## src/rtl/board_history.sv

```systemverilog
// Board history for the mastermind game: captures each scored round into an
// 8-row history, tracks whether the game is still being played, won or lost,
// and serves registered row reads to the board renderer.
module board_history #(
  parameter int NUM_ROWS = 8,
  parameter int COLOR_W  = 3,
  parameter int ENTRY_W  = 18
) (
  input  logic                        clock,
  input  logic                        reset,
  input  logic [$clog2(NUM_ROWS)-1:0] iRow,
  input  logic [COLOR_W-1:0]          iValue01,
  input  logic [COLOR_W-1:0]          iValue02,
  input  logic [COLOR_W-1:0]          iValue03,
  input  logic [COLOR_W-1:0]          iValue04,
  input  logic [2:0]                  iWhitePegs,
  input  logic [2:0]                  iBlackPegs,
  input  logic                        iNextRound,
  input  logic                        iRdEn,
  input  logic [$clog2(NUM_ROWS)-1:0] iRdRow,
  output logic [ENTRY_W-1:0]          oRdData,
  output logic                        oRdValid,
  output logic [NUM_ROWS-1:0]         oRowFilled,
  output logic [3:0]                  oRounds,
  output logic [1:0]                  oGameState,
  output logic                        oCommit,
  output logic                        oErr
);

  typedef enum logic [1:0] {
    PLAYING = 2'd0,
    WON     = 2'd1,
    LOST    = 2'd2
  } gameState_t;

  gameState_t state, stateNext;

  logic                nextRoundPrev;
  logic                commitEvent;
  logic                colorsBad;
  logic                pegsBad;
  logic                rowTaken;
  logic                accept;
  logic                errSet;
  logic [3:0]          pegSum;
  logic [ENTRY_W-1:0]  newEntry;
  logic [ENTRY_W-1:0]  entries [NUM_ROWS];
  logic [NUM_ROWS-1:0] rowFilled;

  // Colour 0 is an empty peg hole and 7 is not a colour, neither may be committed
  function automatic logic badColor(input logic [COLOR_W-1:0] c);
    return (c == '0) || (c == '1);
  endfunction

  // Decide whether the round presented on this cycle is a fresh, legal commit
  always_comb begin
    commitEvent = iNextRound & ~nextRoundPrev;
    colorsBad   = badColor(iValue01) | badColor(iValue02) |
                  badColor(iValue03) | badColor(iValue04);
    pegSum      = {1'b0, iWhitePegs} + {1'b0, iBlackPegs};
    pegsBad     = (pegSum > 4'd4);
    rowTaken    = rowFilled[iRow];
    newEntry    = {iValue04, iValue03, iValue02, iValue01, iWhitePegs, iBlackPegs};
    accept      = commitEvent & ~colorsBad & ~pegsBad & ~rowTaken & (state == PLAYING);
    errSet      = commitEvent & (colorsBad | pegsBad | rowTaken);
  end

  // Game outcome: a four-black round wins even on the last row, otherwise the last row loses
  always_comb begin
    stateNext = state;
    if (accept) begin
      if (iBlackPegs == 3'd4) begin
        stateNext = WON;
      end else if (iRow == '0) begin
        stateNext = LOST;
      end
    end
  end

  // Game state register
  always_ff @(posedge clock or posedge reset) begin
    if (reset) begin
      state <= PLAYING;
    end else begin
      state <= stateNext;
    end
  end

  // History storage, fill map, round counter and commit/error flags
  always_ff @(posedge clock or posedge reset) begin
    if (reset) begin
      nextRoundPrev <= 1'b0;
      rowFilled     <= '0;
      oRounds       <= 4'd0;
      oCommit       <= 1'b0;
      oErr          <= 1'b0;
      for (int i = 0; i < NUM_ROWS; i++) begin
        entries[i] <= '0;
      end
    end else begin
      nextRoundPrev <= iNextRound;
      oCommit       <= accept;
      if (errSet) begin
        oErr <= 1'b1;
      end
      if (accept) begin
        entries[iRow]   <= newEntry;
        rowFilled[iRow] <= 1'b1;
        if (oRounds != 4'd8) begin
          oRounds <= oRounds + 4'd1;
        end
      end
    end
  end

  // Registered read port; a read of the row being written this cycle sees the new entry
  always_ff @(posedge clock or posedge reset) begin
    if (reset) begin
      oRdData  <= '0;
      oRdValid <= 1'b0;
    end else begin
      oRdValid <= iRdEn;
      if (iRdEn) begin
        oRdData <= (accept && (iRdRow == iRow)) ? newEntry : entries[iRdRow];
      end
    end
  end

  assign oRowFilled = rowFilled;
  assign oGameState = state;

endmodule

```

## config.mk

```make
export PLATFORM = sky130hd
export DESIGN_NAME = board_history
export DESIGN_NICKNAME = d
export VERILOG_FILES = /design/src/rtl/board_history.sv
export SDC_FILE = /design/constraint.sdc
export NUM_CORES = 1
export LEC_CHECK = 0
export BUFFER_PORTS_ARGS = -buffer_cell sky130_fd_sc_hd__clkbuf_2
export CORE_ASPECT_RATIO = 0.6
export CORE_MARGIN = 4
export CORE_UTILIZATION = 43
export CTS_CLUSTER_DIAMETER = 50
export DETAILED_ROUTE_END_ITERATION = 6
export MAX_ROUTING_LAYER = met4
export SLEW_MARGIN = 20
export SYNTH_ARGS = -nofsm -noshare
export SYNTH_HDL_FRONTEND = slang
export SYNTH_SLANG_ARGS = --single-unit
```

## constraint.sdc

```tcl
create_clock -name clock -period 6.48 [get_ports clock]
set_input_delay 0.648 -clock clock [delete_from_list [all_inputs] [get_ports clock]]
set_output_delay 0.648 -clock clock [all_outputs]
set_load 0.005 [all_outputs]
```

==> After elaboration in Yosys (flattened, before gate mapping) <==
Cells that the tools add are included.
{ "totals": {"reg_bits": 180, "latch_bits": 0, "ram_bits": 0, "rom_bits": 0, "inputBits": 28, "output_inout_bits": 35, "elab_cells": 78, "memories": 0} }
{ "classes": {"addsub": 2, "multipliers": 0, "n_div": 0, "order_cmp": 6, "n_eq_ne": 7, "shift": 0, "n_mux": 13, "bitwise": 18, "reduce_logical": 16} }
{ "ops": {"columns": ["cell", "count"], "rows": [
  ["$bwmux W144", 1],
  ["$mux W18", 4],
  ["$bmux W18 S3", 1],
  ["$demux W18 S3", 1],
  ["$eq A3 B3 Y1 const B", 5],
  ["$logic_not A3 Y1", 5],
  ["$ge A4 B4 Y1 const B", 2],
  ["$not A3 Y4", 2],
  ["$or A8 B8 Y8", 1],
  ["$and A1 B1 Y1", 6],
  ["$or A1 B1 Y1", 5],
  ["$add A3 B3 Y4", 1],
  ["$add A4 B1 Y4 const B", 1],
  ["$gt A4 B3 Y1 const B", 1],
  ["$logic_or A1 B1 Y1", 4],
  ["$lt A3 B4 Y1 const B", 1],
  ["$lt A4 B1 Y1 const B", 1],
  ["$mux W2", 2],
  ["$ne A4 B4 Y1 const B", 1],
  ["$not A1 Y1", 4],
  ["$reduce_and A2 Y1", 2],
  ["$bmux W1 S3", 1],
  ["$demux W1 S3", 1],
  ["$eq A3 B3 Y1", 1],
  ["5 further kinds", 8]
]} }

==> Longest topological paths before layout <==
{ "depth": {"depth_word": 12, "ltp_mapped": 10, "depth_no_buf": 7} }

==> Worst setup path before layout <==
Ideal clock, no wire load.
{ "synth_timing": {"path_kind": "input to register", "start": "input iWhitePegs[0]", "end": "register entries[0] in the netlist's numbering", "setup_time_ns": 0.125, "t_arrival_ns": 3.297, "required_ns": 6.355, "setup_slack_ns": 3.058, "stages": 9, "path_buffers": 2, "path_cell_list": "ha_1 fa_1 o21bai_1 a21boi_0 or4_1 buf_2 nor4_4 buf_6 mux2_4"} }
{ "synth_via": {"elab_chain_cells": 6} }
{ "synth_lines": {"columns": ["element", "line_no", "text"], "rows": [
  ["start: declaration", "16", "input logic [2:0] iWhitePegs,"],
  ["$add A3 B3 Y4", "60", "pegSum = {1'b0, iWhitePegs} + {1'b0, iBlackPegs};"],
  ["$gt A4 B3 Y1", "61", "pegsBad = (pegSum > 4'd4);"],
  ["$not A1 Y1", "64", "accept = commitEvent & ~colorsBad & ~pegsBad & ~rowTaken & (state == PLAYING);"],
  ["$and A1 B1 Y1 (3 in a row)", "64", null],
  ["end signal: indexed assignment", "107", "entries[iRow] <= newEntry;"],
  ["end: declaration", "47", "logic [ENTRY_W-1:0] entries [NUM_ROWS];"]
]} }
No other way between the ends.
A chain may end at the register's enable or synchronous reset.

==> Worst setup path after layout <==
{ "layout_timing": {"start": "input iBlackPegs[0]", "end": "register entries[9] in the netlist's numbering"} }
{ "layout_via": {"elab_chain_cells": 6} }
{ "layout_lines": {"columns": ["element", "line_no", "text"], "rows": [
  ["start: declaration", "17", "input logic [2:0] iBlackPegs,"],
  ["$add A3 B3 Y4", "60", null],
  ["$gt A4 B3 Y1", "61", null],
  ["$not A1 Y1", "64", null],
  ["$and A1 B1 Y1 (3 in a row)", "64", null]
]} }
No other way between the ends.

==> results.md <==
- The growth of design area from synthesis to finish is 12.8%.
- The first global-routing pass estimated 33.3 mm of wire.
- The number of enable-type register cells in the synthesized netlist is 0.
- The tightest min-delay check is of the in2reg type.
- Global routing used 20.5% of the available tracks across all layers.
- Ranked by total cell area, the synthesized netlist is headed by sky130_fd_sc_hd__dfrtp_1 53%, sky130_fd_sc_hd__mux2_2 20%, sky130_fd_sc_hd__mux4_2 9.5%, sky130_fd_sc_hd__mux2_4 1.6%, sky130_fd_sc_hd__clkbuf_1 1.3%.
- Setup repair after global routing left no endpoint under its margin.
- The mean number of vias per cell is 5.72.
- The cell with the most instances after synthesis is sky130_fd_sc_hd__dfrtp_1.
- The worst max-slew margin expressed relative to the limit is 31.5%.
- The largest fanout on the critical path is 18.
- The relative contribution of sequential cells to total power is 48.7%.
- The worst-case IR drop observed on VDD is 0.000195 V.
- In this run switching power makes up 26.8% of total power.
- Counting every net in the synthesized netlist gives 629.
- Once the floorplan was initialized, standard cells occupied 44.3% of the core.
- The analysis attributes to cell leakage a power of 4.56 nW.
- Row generation in the floorplan step produced 39 rows.
- The die span in y is 117 um.
- Static timing analysis puts the maximum clock frequency at 243 MHz.
- The share of cells above drive strength 1 is 48.5%.
- The max-slew violation total from the final report is 0.
- The number of hold violations in the final report was 0.
- The cell area that synthesis handed to floorplanning was 0.00852 mm^2.
- The final estimated routing congestion in global placement is 0.748.
- The H-tree was split into 4 levels.
- The top cell type by area accounts for 52.9% of the synthesized area.
- The endpoint kind of the worst setup timing path is a flop.
- The worst endpoint required time is 6.80 ns.
- The final setup TNS is 0 ns.
- The share of the clock period used by the worst path is 63.4%.
- Entering global routing, the biggest net connects 105 pins.
- Setup violations remaining at the end of the flow were counted as 0.
- The floorplan step defined a die boundary enclosing 0.0222 mm^2.
- In the routed design, unresolved DRC markers number 0.
- Overall power consumption after layout is estimated at 2.86 mW.
- The TritonCTS clock tree is built.
- Among all flip-flop cells after synthesis, the most frequent one is sky130_fd_sc_hd__dfrtp_1.
- The number of setup buffers added after CTS is 0.
- The number of clock buffers added by TritonCTS is 17.
- By count the netlist is led by 180 x sky130_fd_sc_hd__dfrtp_1, 149 x sky130_fd_sc_hd__mux2_2, 36 x sky130_fd_sc_hd__mux4_2.
- CTS placed an instance of sky130_fd_sc_hd__clkbuf_16 at the clock tree root.
- The number of antenna violations at the first check in global routing is 0.
- The I/O pin total is 63.
- The netlist uses 49 different library cells.
- The internal power summed over all cells is 2.09 mW.
- The largest area contributor in the netlist is sky130_fd_sc_hd__dfrtp_1.
- The area of the core region is 0.0192 mm^2.
- Clock-pin slew was measured on the worst setup and hold paths at 0.07 ns.
- The horizontal extent of the die is 190 um.
- The worst setup path is launched from an input port.
- The share of synthesized area occupied by flip-flops and latches is 52.9%.
- The flow ran to the end, and the final reports show no timing, DRC or antenna violations.
- During placement, the flow inserted port buffers numbering 62.
- In this run, the number of DRC markers left after iteration 0 of detailed routing was 278.
- The average footprint of a synthesized cell is 14.3 um^2.
- Synthesis inferred 180 register bits.
- The number of detailed-route iterations in the first pass is 5.
- The post-placement cell count is 881.
- The fraction of power consumed by combinational cells is 16.2%.
- Of the total power, the clock network draws 35.1%.
- The clock drives 180 sinks.
- The number of routed nets with antenna violations is 0.
- The clock latency on the worst-skew pair is 0.44 ns.
- The final critical delay including setup and external delays is 4.11 ns.
- The total number of vias is 5,225.
- The slew at the pin with the worst max-slew slack is 1.03 ns.
- Data arrives at the worst endpoint at 4.43 ns.
- The count of antenna diodes in the layout is 0.
- The post-detailed-placement half-perimeter wirelength is 13.1 mm.
- Global routing finished with a remaining overflow of 0.
- The reported net switching power is 0.768 mW.
- The cell count after synthesis is 595.
- The average wire per cell in the routed design is 22.7 um.
- The number of buffers added to fix hold violations after cts is 0.
- After synthesis, the share of flip-flops with an asynchronous set or reset is 100%.
- The routed design has 20.7 mm of wire.
- The number of global-route vias before repair is 5,587.
- On the final layout, the worst clock skew is 0.0143 ns.
- In this run the deepest clock path goes through 2 buffers.
- The number of max-cap violations is 0.
- Yosys printed 0 warnings.
- The critical path class is in2reg.
- The power density relative to cell area is 298 mW/mm^2.
- The net count reported at finish is 668.
- After the flow finishes, the layout carries non-filler instances totaling 913.
- The post-cts gate resize count is 0.
[through the flow]
stage | util [%] | cell area, um^2 | hold WS [ns] | setup WS (ns)
finish | 50.0 | 9620 | 0.370 | 2.37
floorplan | - | 8520 | 0.453 | 0.945
CTS | 50.0 | 9610 | 0.350 | 2.37
detailed placement | 47.0 | 9040 | 0.463 | 1.91
global placement | 47.0 | 9040 | 0.455 | 1.99
global route | 50.0 | 9620 | 0.362 | 2.20
[metal layers]
metal  GRT usage (%)  vias to the layer above  routed length (um)
met5               -                        -                   0
met4            4.19                        0                 142
met1            29.9                     2763               10200
li1                -                     2288                   -
met3            4.65                       15                1150
met2            29.7                      159                9250
[registers in the layout, indices dropped and copies added (netlist names)]
register	flops
oCommit	1
oRdData	18
oRowFilled	8
oGameState	2
entries	144
oRounds	4
oErr	1
nextRoundPrev	1
oRdValid	1
[path summary, 6_finish.rpt]
kind	start	end	slack, ns	depth (start not counted)
worst max register to register	oRowFilled[0]$_DFFE_PP0P_	entries[9]$_DFFE_PP0P_	3.08	6
worst min register to register	oErr$_DFFE_PP0P_	oErr$_DFFE_PP0P_	0.47	1
worst max-delay path	iBlackPegs[0]	entries[9]$_DFFE_PP0P_	2.37	9
worst min-delay path	iNextRound	nextRoundPrev$_DFF_PP0_	0.37	1
min in group asynchronous	reset	oRdData[10]$_DFFE_PP0P_	0.41	2
max in group asynchronous	reset	entries[101]$_DFFE_PP0P_	4.48	3
[layout make-up]
class	count	area, um^2
multi-input cells	342	3730
clock buffers	20	447
clock inverters	12	123
well taps	266	333
flip-flops and latches	180	4500
fillers	1679	9610
repair buffers	75	408
inverters	18	72.6
[cell usage in the layout (no fill, tap or decap), types with 7 or more instances in the layout]
cell type | Yosys | routed
sky130_fd_sc_hd__dfrtp_1 | 180 | 180
sky130_fd_sc_hd__mux2_2 | 149 | 149
sky130_fd_sc_hd__clkbuf_2 | 0 | 61
sky130_fd_sc_hd__mux4_2 | 36 | 36
sky130_fd_sc_hd__inv_1 | 18 | 17
sky130_fd_sc_hd__clkbuf_16 | 0 | 17
sky130_fd_sc_hd__nand2_1 | 16 | 16
sky130_fd_sc_hd__nand2b_1 | 13 | 13
sky130_fd_sc_hd__buf_4 | 3 | 13
sky130_fd_sc_hd__o311ai_0 | 12 | 12
sky130_fd_sc_hd__o221ai_1 | 12 | 12
sky130_fd_sc_hd__nand3_1 | 9 | 9
sky130_fd_sc_hd__mux2_4 | 9 | 9
sky130_fd_sc_hd__a31oi_1 | 7 | 7
[power groups by stage]
stage	logic, mW	clock network (mW)	registers [mW]
6_report	0.462	1.01	1.39
5_1_grt	0.512	1.07	1.41
4_1_cts	0.469	1.02	1.39
3_5_place_dp	0.467	0	1.41
3_3_place_gp	0.453	0	1.40
2_1_floorplan	0.332	0	1.38
[critical path: stages]
cell                       delay (ns)
sky130_fd_sc_hd__clkbuf_2        0.18
sky130_fd_sc_hd__ha_1            0.25
sky130_fd_sc_hd__fa_1            0.45
sky130_fd_sc_hd__o21bai_1        0.14
sky130_fd_sc_hd__a21boi_0        0.13
sky130_fd_sc_hd__or4_1           0.93
sky130_fd_sc_hd__nor4_4          0.97
sky130_fd_sc_hd__buf_4           0.36
sky130_fd_sc_hd__mux2_2          0.35
[cells by family after synthesis]
| logic type | Yosys count | share of synthesized area [%] |
|---|---|---|
| buffers and inverters | 73 | 3.66 |
| xor gates and xnor gates | 5 | 0.514 |
| muxes | 197 | 31.2 |
| adders and majority gates | 6 | 0.969 |
| and+or+nand+nor | 79 | 5.65 |
| AOI/OAI and AO/OA | 55 | 5.18 |
| DFF | 180 | 52.9 |
Note: power is estimated with default switching activity, not from simulation.
